$ cat src/rtl/mem_arbiter.sv
// Two-master memory port arbiter: locks the port to I-CMU or D-CMU for a whole cs-high interval.
// Optional MEM_ARB_ROUND_ROBIN_EN: ties in S_IDLE alternate; otherwise D wins every tie.
//
// state   | meaning
// --------+----------------------------------------------
// S_IDLE  | no owner, arbitrate, all outputs quiet
// S_GNT_I | I-CMU owns the memory port
// S_GNT_D | D-CMU owns the memory port
// (3)     | illegal, outputs x, return to S_IDLE
module mem_arbiter #(
  parameter int ADDR_BITS     = 32,
  parameter int WORD_BITS     = 32,
  parameter int BEAT_CNT_BITS = 4
) (
  input  logic                     clk,
  input  logic                     rst,
  input  logic                     i_cs_i,
  input  logic                     i_we_i,
  input  logic [ADDR_BITS-1:0]     i_addr_i,
  input  logic [WORD_BITS-1:0]     i_data_i,
  output logic [WORD_BITS-1:0]     i_data_o,
  output logic                     i_ack_o,
  input  logic                     d_cs_i,
  input  logic                     d_we_i,
  input  logic [ADDR_BITS-1:0]     d_addr_i,
  input  logic [WORD_BITS-1:0]     d_data_i,
  output logic [WORD_BITS-1:0]     d_data_o,
  output logic                     d_ack_o,
  output logic                     mem_cs_o,
  output logic                     mem_we_o,
  output logic [ADDR_BITS-1:0]     mem_addr_o,
  output logic [WORD_BITS-1:0]     mem_data_o,
  input  logic [WORD_BITS-1:0]     mem_data_i,
  input  logic                     mem_ack_i,
  output logic [1:0]               arb_state,
  output logic [BEAT_CNT_BITS-1:0] arb_beats
);

  typedef enum logic [1:0] {
    S_IDLE  = 2'd0,
    S_GNT_I = 2'd1,
    S_GNT_D = 2'd2
  } state_t;

  state_t                   state_q, state_d;
  logic [BEAT_CNT_BITS-1:0] beats_q, beats_d;
  logic                     fwd_ack;
  logic                     tie_to_d;

`ifdef MEM_ARB_ROUND_ROBIN_EN
  logic last_d_q, last_d_d;

  // Tie goes to whoever did not win last time; reset value I hands the first tie to D.
  assign tie_to_d = ~last_d_q;

  always_comb begin
    last_d_d = last_d_q;
    if (state_q == S_IDLE && state_d == S_GNT_D) last_d_d = 1'b1;
    else if (state_q == S_IDLE && state_d == S_GNT_I) last_d_d = 1'b0;
  end

  always_ff @(posedge clk or negedge rst) begin
    if (!rst) last_d_q <= 1'b0;
    else      last_d_q <= last_d_d;
  end
`else
  assign tie_to_d = 1'b1;
`endif

  always_comb begin
    state_d    = state_q;
    mem_cs_o   = 1'b0;
    mem_we_o   = 1'b0;
    mem_addr_o = '0;
    mem_data_o = '0;
    i_ack_o    = 1'b0;
    d_ack_o    = 1'b0;
    i_data_o   = '0;
    d_data_o   = '0;
    fwd_ack    = 1'b0;
    case (state_q)
      S_IDLE: begin
        if (i_cs_i && d_cs_i) state_d = tie_to_d ? S_GNT_D : S_GNT_I;
        else if (d_cs_i)      state_d = S_GNT_D;
        else if (i_cs_i)      state_d = S_GNT_I;
      end
      S_GNT_I: begin
        mem_cs_o   = i_cs_i;
        mem_we_o   = i_we_i;
        mem_addr_o = i_addr_i;
        mem_data_o = i_data_i;
        i_ack_o    = mem_ack_i & i_cs_i;
        i_data_o   = mem_data_i;
        fwd_ack    = mem_ack_i & i_cs_i;
        if (!i_cs_i) state_d = S_IDLE;
      end
      S_GNT_D: begin
        mem_cs_o   = d_cs_i;
        mem_we_o   = d_we_i;
        mem_addr_o = d_addr_i;
        mem_data_o = d_data_i;
        d_ack_o    = mem_ack_i & d_cs_i;
        d_data_o   = mem_data_i;
        fwd_ack    = mem_ack_i & d_cs_i;
        if (!d_cs_i) state_d = S_IDLE;
      end
      default: begin
        mem_cs_o   = 1'bx;
        mem_we_o   = 1'bx;
        mem_addr_o = 'x;
        mem_data_o = 'x;
        i_ack_o    = 1'bx;
        d_ack_o    = 1'bx;
        i_data_o   = 'x;
        d_data_o   = 'x;
        state_d    = S_IDLE;
      end
    endcase
  end

  // Count holds its final value through the first idle cycle, then clears.
  always_comb begin
    beats_d = beats_q;
    if (state_q == S_IDLE)           beats_d = '0;
    else if (fwd_ack && !(&beats_q)) beats_d = beats_q + BEAT_CNT_BITS'(1);
  end

  always_ff @(posedge clk or negedge rst) begin
    if (!rst) begin
      state_q <= S_IDLE;
      beats_q <= '0;
    end else begin
      state_q <= state_d;
      beats_q <= beats_d;
    end
  end

  assign arb_state = state_q;
  assign arb_beats = beats_q;

endmodule

$ cat config.mk
export PLATFORM = sky130hd
export DESIGN_NAME = mem_arbiter
export DESIGN_NICKNAME = d
export VERILOG_FILES = /design/src/rtl/mem_arbiter.sv
export SDC_FILE = /design/constraint.sdc
export NUM_CORES = 1
export LEC_CHECK = 0
export BUFFER_PORTS_ARGS = -buffer_cell sky130_fd_sc_hd__buf_2
export CORE_AREA = 2 2 118 120
export CTS_CLUSTER_DIAMETER = 60
export DETAILED_ROUTE_END_ITERATION = 12
export DIE_AREA = 0 0 120 122
export GPL_TIMING_DRIVEN = 0
export PLACE_DENSITY = 0.53
export SLEW_MARGIN = 10
export SYNTH_ARGS = -nofsm -noshare
export SYNTH_HDL_FRONTEND = slang
export SYNTH_SLANG_ARGS = --single-unit
$ cat constraint.sdc
create_clock -name clk -period 1.72 [get_ports clk]
set_input_delay 0.172 -clock clk [delete_from_list [all_inputs] [get_ports clk]]
set_output_delay 0.172 -clock clk [all_outputs]
set_load 0.02 [all_outputs]
# --- Yosys cells after proc, flatten, opt, wreduce, memory -nomap -nowiden ---
# Index checks and enable logic that the tools add are counted.
totals:
  regBits: 6
  inputBits: 167
  output_inout_bits: 138
  elab_cells: 36
classes:
  n_addsub: 1
  eq_ne: 5
  n_mux: 17
  bitwise_logic: 2
  n_reduce_logical: 9
ops:
  columns: ["op", "count"]
  rows:
  - ["32-bit one-hot mux with 3 select lines", 2]
  - ["32-bit one-hot mux with 2 select lines", 2]
  - ["2-bit 2-to-1 mux", 5]
  - ["4-bit 2-to-1 mux", 2]
  - ["1-bit one-hot mux with 2 select lines", 3]
  - ["1-bit one-hot mux with 3 select lines", 2]
  - ["2-bit one-hot mux with 3 select lines", 1]
  - ["4-bit by 1-bit adder with 4-bit output, second input constant", 1]
  - ["2-bit inequality test, second input constant", 2]
  - ["4-bit inequality test, second input constant", 1]
  - ["4-bit AND reduction", 1]
  - ["2-bit OR reduction", 2]
  - ["3-bit AND reduction", 1]
  - ["1-bit AND", 2]
  - ["2-bit by 1-bit equality test with 1-bit output, second input constant", 1]
  - ["2-bit equality test, second input constant", 1]
  - ["1-bit logical AND", 2]
  - ["2-bit logical NOT", 1]
  - ["2-bit nonzero test", 1]
  - ["1-bit logical NOT", 1]

# --- Longest topological paths before layout ---
depth:
  ltp_word: 5
  mapped_depth: 8
  ltp_nobuf: 5

# --- Worst setup path after synthesis ---
# No wires, ideal clock.
synth_path:
  path_kind: "register -> output"
  start: "register state_q[0], in the netlist arb_state[0]"
  end: "output port mem_addr_o[14]"
  t_arrival_ns: 1.721
  required_time_ns: 1.548
  slack_ns: -0.173
  path_stages_with_launch: 6
  n_path_buf: 2
  cell_sequence: "dfrtp_1 -> inv_1 -> ha_1 -> clkbuf_1 -> clkbuf_1 -> nor2b_1"
synth_via:
  elab_chain_len: 2
  elab_cells_between_ends: 4
  cone_classes: "eq/ne: 2; mux: 1; reduce/logical: 1"
synth_rtl:
  columns: ["element", "line_no", "text"]
  rows:
  - ["from (decl)", "45", "state_t state_q, state_d;"]
  - ["from (signal assigned)", "133", "state_q <= state_d;"]
  - ["2-bit equality test, or another cell as far along", "81", "case (state_q)"]
  - ["32-bit one-hot mux with 3 select lines *", "81", null]
  - ["to (decl)", "31", "output logic [ADDR_BITS-1:0] mem_addr_o,"]
# Mark *: on every way between the ends. The rest lies on a longest branch, timed or not.

# --- Final worst setup path ---
layout_path:
  start: "register state_q[0], in the netlist arb_state[0]"
  end: "output port i_data_o[29]"
layout_via:
  elab_chain_len: 3
  elab_cells_between_ends: 5
  cone_classes: "eq/ne: 2; mux: 1; reduce/logical: 2"
layout_rtl:
  columns: ["element", "line_no", "text"]
  rows:
  - ["2-bit equality test / 2-bit logical NOT (equally long branches)", "81", null]
  - ["2-bit OR reduction (no source line)", null, null]
  - ["32-bit one-hot mux with 2 select lines *", "81", null]
  - ["to (decl)", "21", "output logic [WORD_BITS-1:0] i_data_o,"]
# Marked as above.

==> qor.txt <==
Tot Pwr -> 10600 uW
CTS tree -> yes
Area growth, synth to finish -> 209%
Type of origin of the critical path -> flop
Setup ws final -> -0.182 ns
Final Slew Violations -> 0
Hold Path Sink -> arb_state[0]
Fmax achieved -> 526 MHz
Crit. End Element -> output pin
Failing checks -> negative setup slack
CTS Buf Count -> 3
Clock Tree Buf Depth -> 2
Global placer's final weighted congestion -> 0.954
Crit Path Category -> reg -> out
Power Dens Cells -> 1830 nW/um^2
RSZ-0062 raised after global routing -> yes
Iter 0 DRT Violations -> 86
Crit-path slowest cell -> dfrtp_2
Wire per inst -> 17.0 um
Worst Reg-to-Reg Cells -> 6
Maximum vdd drop -> 0.950 mV
Gr usage total -> 0.145
Clock root cell -> clkbuf_16
Slowest stage delay, CP -> 0.42 ns
Synth Area per Inst -> 7.06 um^2
Mapped Area -> 1880 um^2
Final wirelength -> 13.2 mm
H-tree levels -> 1
Final Net Count -> 768
Num rows -> 43
YS warnings -> 0
# IOs -> 305
HPWL after DPL -> 9.63 mm
Core Region -> 13500 um^2
Fin crit share -> 1.11
CP arrival -> 1.73 ns
Utilization after layout -> 0.429
Clock Skew -> 0.00347 ns
#FFs+latches synth -> 6
CP cell instances -> inv_4, ha_4, buf_12, nor2_4, clkbuf_8, and2_2, buf_6
Hold Startpoint -> d_cs_i
Initial Util -> 0.139
Sequential area share after synthesis -> 0.0800
Worst-path clk slew -> 0.04 ns
First-pass GRT wire length -> 17.1 mm
Worst min path class -> in -> reg
Routed Antenna Nets -> 0
Reg-to-reg critical path endpoint -> arb_beats[0]
Worst reg2reg startpoint -> arb_state[0]
Pin count of the biggest net entering global routing -> 11
Via density -> 4.33
CTS Sinks -> 6
Critical path fanouts, max -> 10
R2r setup slk -> -0.08 ns
Clock Latency Late Sink -> 0.23 ns
Place WS -> -0.624 ns
Filler Cell Count -> 1308
Headroom to the max-slew limit -> 0.773
First-pass DRT Iterations -> 5
Synthesized Nets -> 437
Required @ worst endpoint -> 1.55 ns
Total number of vias -> 3368
Vias in the first global route -> 3170
# DRC -> 0
Share of post-route cells with drive strength above 1 -> 0.904
Status -> finished, violations left
Lkg Pwr -> 0.00273 uW
Least-Margin Pin Slew -> 0.341 ns
Die area -> 14600 um^2
Die Y -> 122 um
Final setup violating endpoints -> 131
Fin crit period -> 1.90 ns
I/O Buffers -> 304
Final hold vios -> 0
Die width -> 120 um
Initial antenna violation count -> 1
Cells on Worst Hold Path -> 2
Setup TNS -> -13.37 ns
GR Overflow Total -> 0
Maxcap violations -> 0
Cell variety after synth -> 23
Synthesized netlist cell count -> 266
==> cell type report <==
type / count / area [um^2] / share of cell area
diodes: 1 / 2.50 / 0.000432
plain buffers: 29 / 443 / 0.0764
clock buffers: 4 / 78.8 / 0.0136
inverters: 5 / 23.8 / 0.00410
multi-input cells: 226 / 2380 / 0.411
flip-flops and latches: 6 / 153 / 0.0263
well taps: 180 / 225 / 0.0389
repair buffers: 326 / 2480 / 0.429
==> cells in the final DEF (no fill, tap or decap), types with 2 or more instances in the layout <==
cell type	Yosys	routed
buf_2	8	188
buf_6	0	94
a22oi_2	0	59
nor2b_4	0	40
buf_4	3	37
and2_4	0	32
and2_2	0	29
nor2b_1	68	22
clkbuf_16	0	12
buf_8	0	10
buf_12	0	10
a22oi_1	65	6
nor2b_2	0	6
clkbuf_8	0	4
nand2_1	4	4
dfrtp_1	6	4
and2_1	64	3
nor2_1	4	3
inv_1	5	3
ha_4	0	3
inv_4	0	2
clkbuf_2	0	2
and3_4	0	2
mux2_4	0	2
nor4b_4	0	2
dfrtp_2	0	2
==> synth_stat cells (all sizes together) <==
master   n  area, um^2
nor2b   68         425
a22oi   66         509
and2    64         400
clkbuf  18        67.6
buf     11        62.6
dfrtp    6         150
inv      5        18.8
ha       4        50.1
nand2    4        15.0
nor2     4        15.0
and3     3        18.8
mux2     3        33.8
nor4b    2        30.0
a32oi    1        8.76
and2b    1        7.51
mux2i    1        10.0
nand4    1        6.26
nor4bb   1        25.0
o21a     1        7.51
o22ai    1        6.26
o32ai    1        8.76
==> where the power goes <==
| part | leakage [uW] | switching [uW] | internal, uW |
|---|---|---|---|
| Clock | 0.0000382 | 90.0 | 308 |
| Sequential | 0.0000790 | 43.1 | 171 |
| Combinational | 0.00261 | 4530 | 5440 |
| Total | 0.00273 | 4660 | 5920 |
==> cell families (layout without fill, tap and decap cells) <==
| family | after synthesis | after routing | share of synthesized area |
|---|---|---|---|
| other | 0 | 1 | 0 |
| multiplexers | 4 | 4 | 0.0233 |
| adder cells (fa/ha/maj) | 4 | 4 | 0.0267 |
| flip-flops | 6 | 6 | 0.0800 |
| buffers and inverters | 34 | 364 | 0.0793 |
| AND/OR/NAND/NOR | 148 | 148 | 0.503 |
| AO/OA/AOI/OAI | 70 | 70 | 0.288 |
==> metrics by stage <==
step,cells,instance area (um^2),hold WS [ns]
floorplan,266,2260,-0.124
detailed placement,750,4000,0.0109
global route,777,5800,0.255
CTS,760,4890,0.240
finish,777,5800,0.248
global placement,750,4000,0.00599
==> what timing repair did <==
action	CTS	global route
resized for setup	219	193
hold buffers	1	0
cloned	0	8
setup buffers	5	8
pin swaps	3	21
setup endpoints to repair	135	135
endpoints found under the hold margin	6	0
==> metal layers <==
layer  vias to the layer above  share of wire  track usage
li1                       1594              -            -
met4                         0          0.018       0.0485
met3                        17          0.060       0.0220
met5                         -              0            0
met1                      1609           0.38        0.179
met2                       148           0.54        0.257
==> worst max-delay path: cells and delay by family (launching register included) <==
kind | cells | cell delay [ns]
adder cells (fa/ha/maj) | 1 | 0.18
buffers and inverters | 4 | 0.54
flip-flops | 1 | 0.42
AND/OR/NAND/NOR | 2 | 0.35
==> state kept, by name, indices dropped and copies added, names as in the netlist <==
register / flops
arb_beats: 4
arb_state: 2
==> worst max path at each step <==
stage,depth (start not counted),slack [ns],startpoint,to
6_report,7,-0.18,arb_state[0],i_data_o[29]
5_1_grt,7,-0.23,arb_state[0],i_data_o[28]
4_1_cts,8,-0.19,arb_state[1],mem_addr_o[30]
3_5_place_dp,7,-0.62,arb_state[0],mem_data_o[25]
3_3_place_gp,7,-0.55,arb_state[0],mem_data_o[29]
2_1_floorplan,6,0.002,arb_state[0],mem_addr_o[25]
No activity file was read; power rests on OpenSTA's default activity.
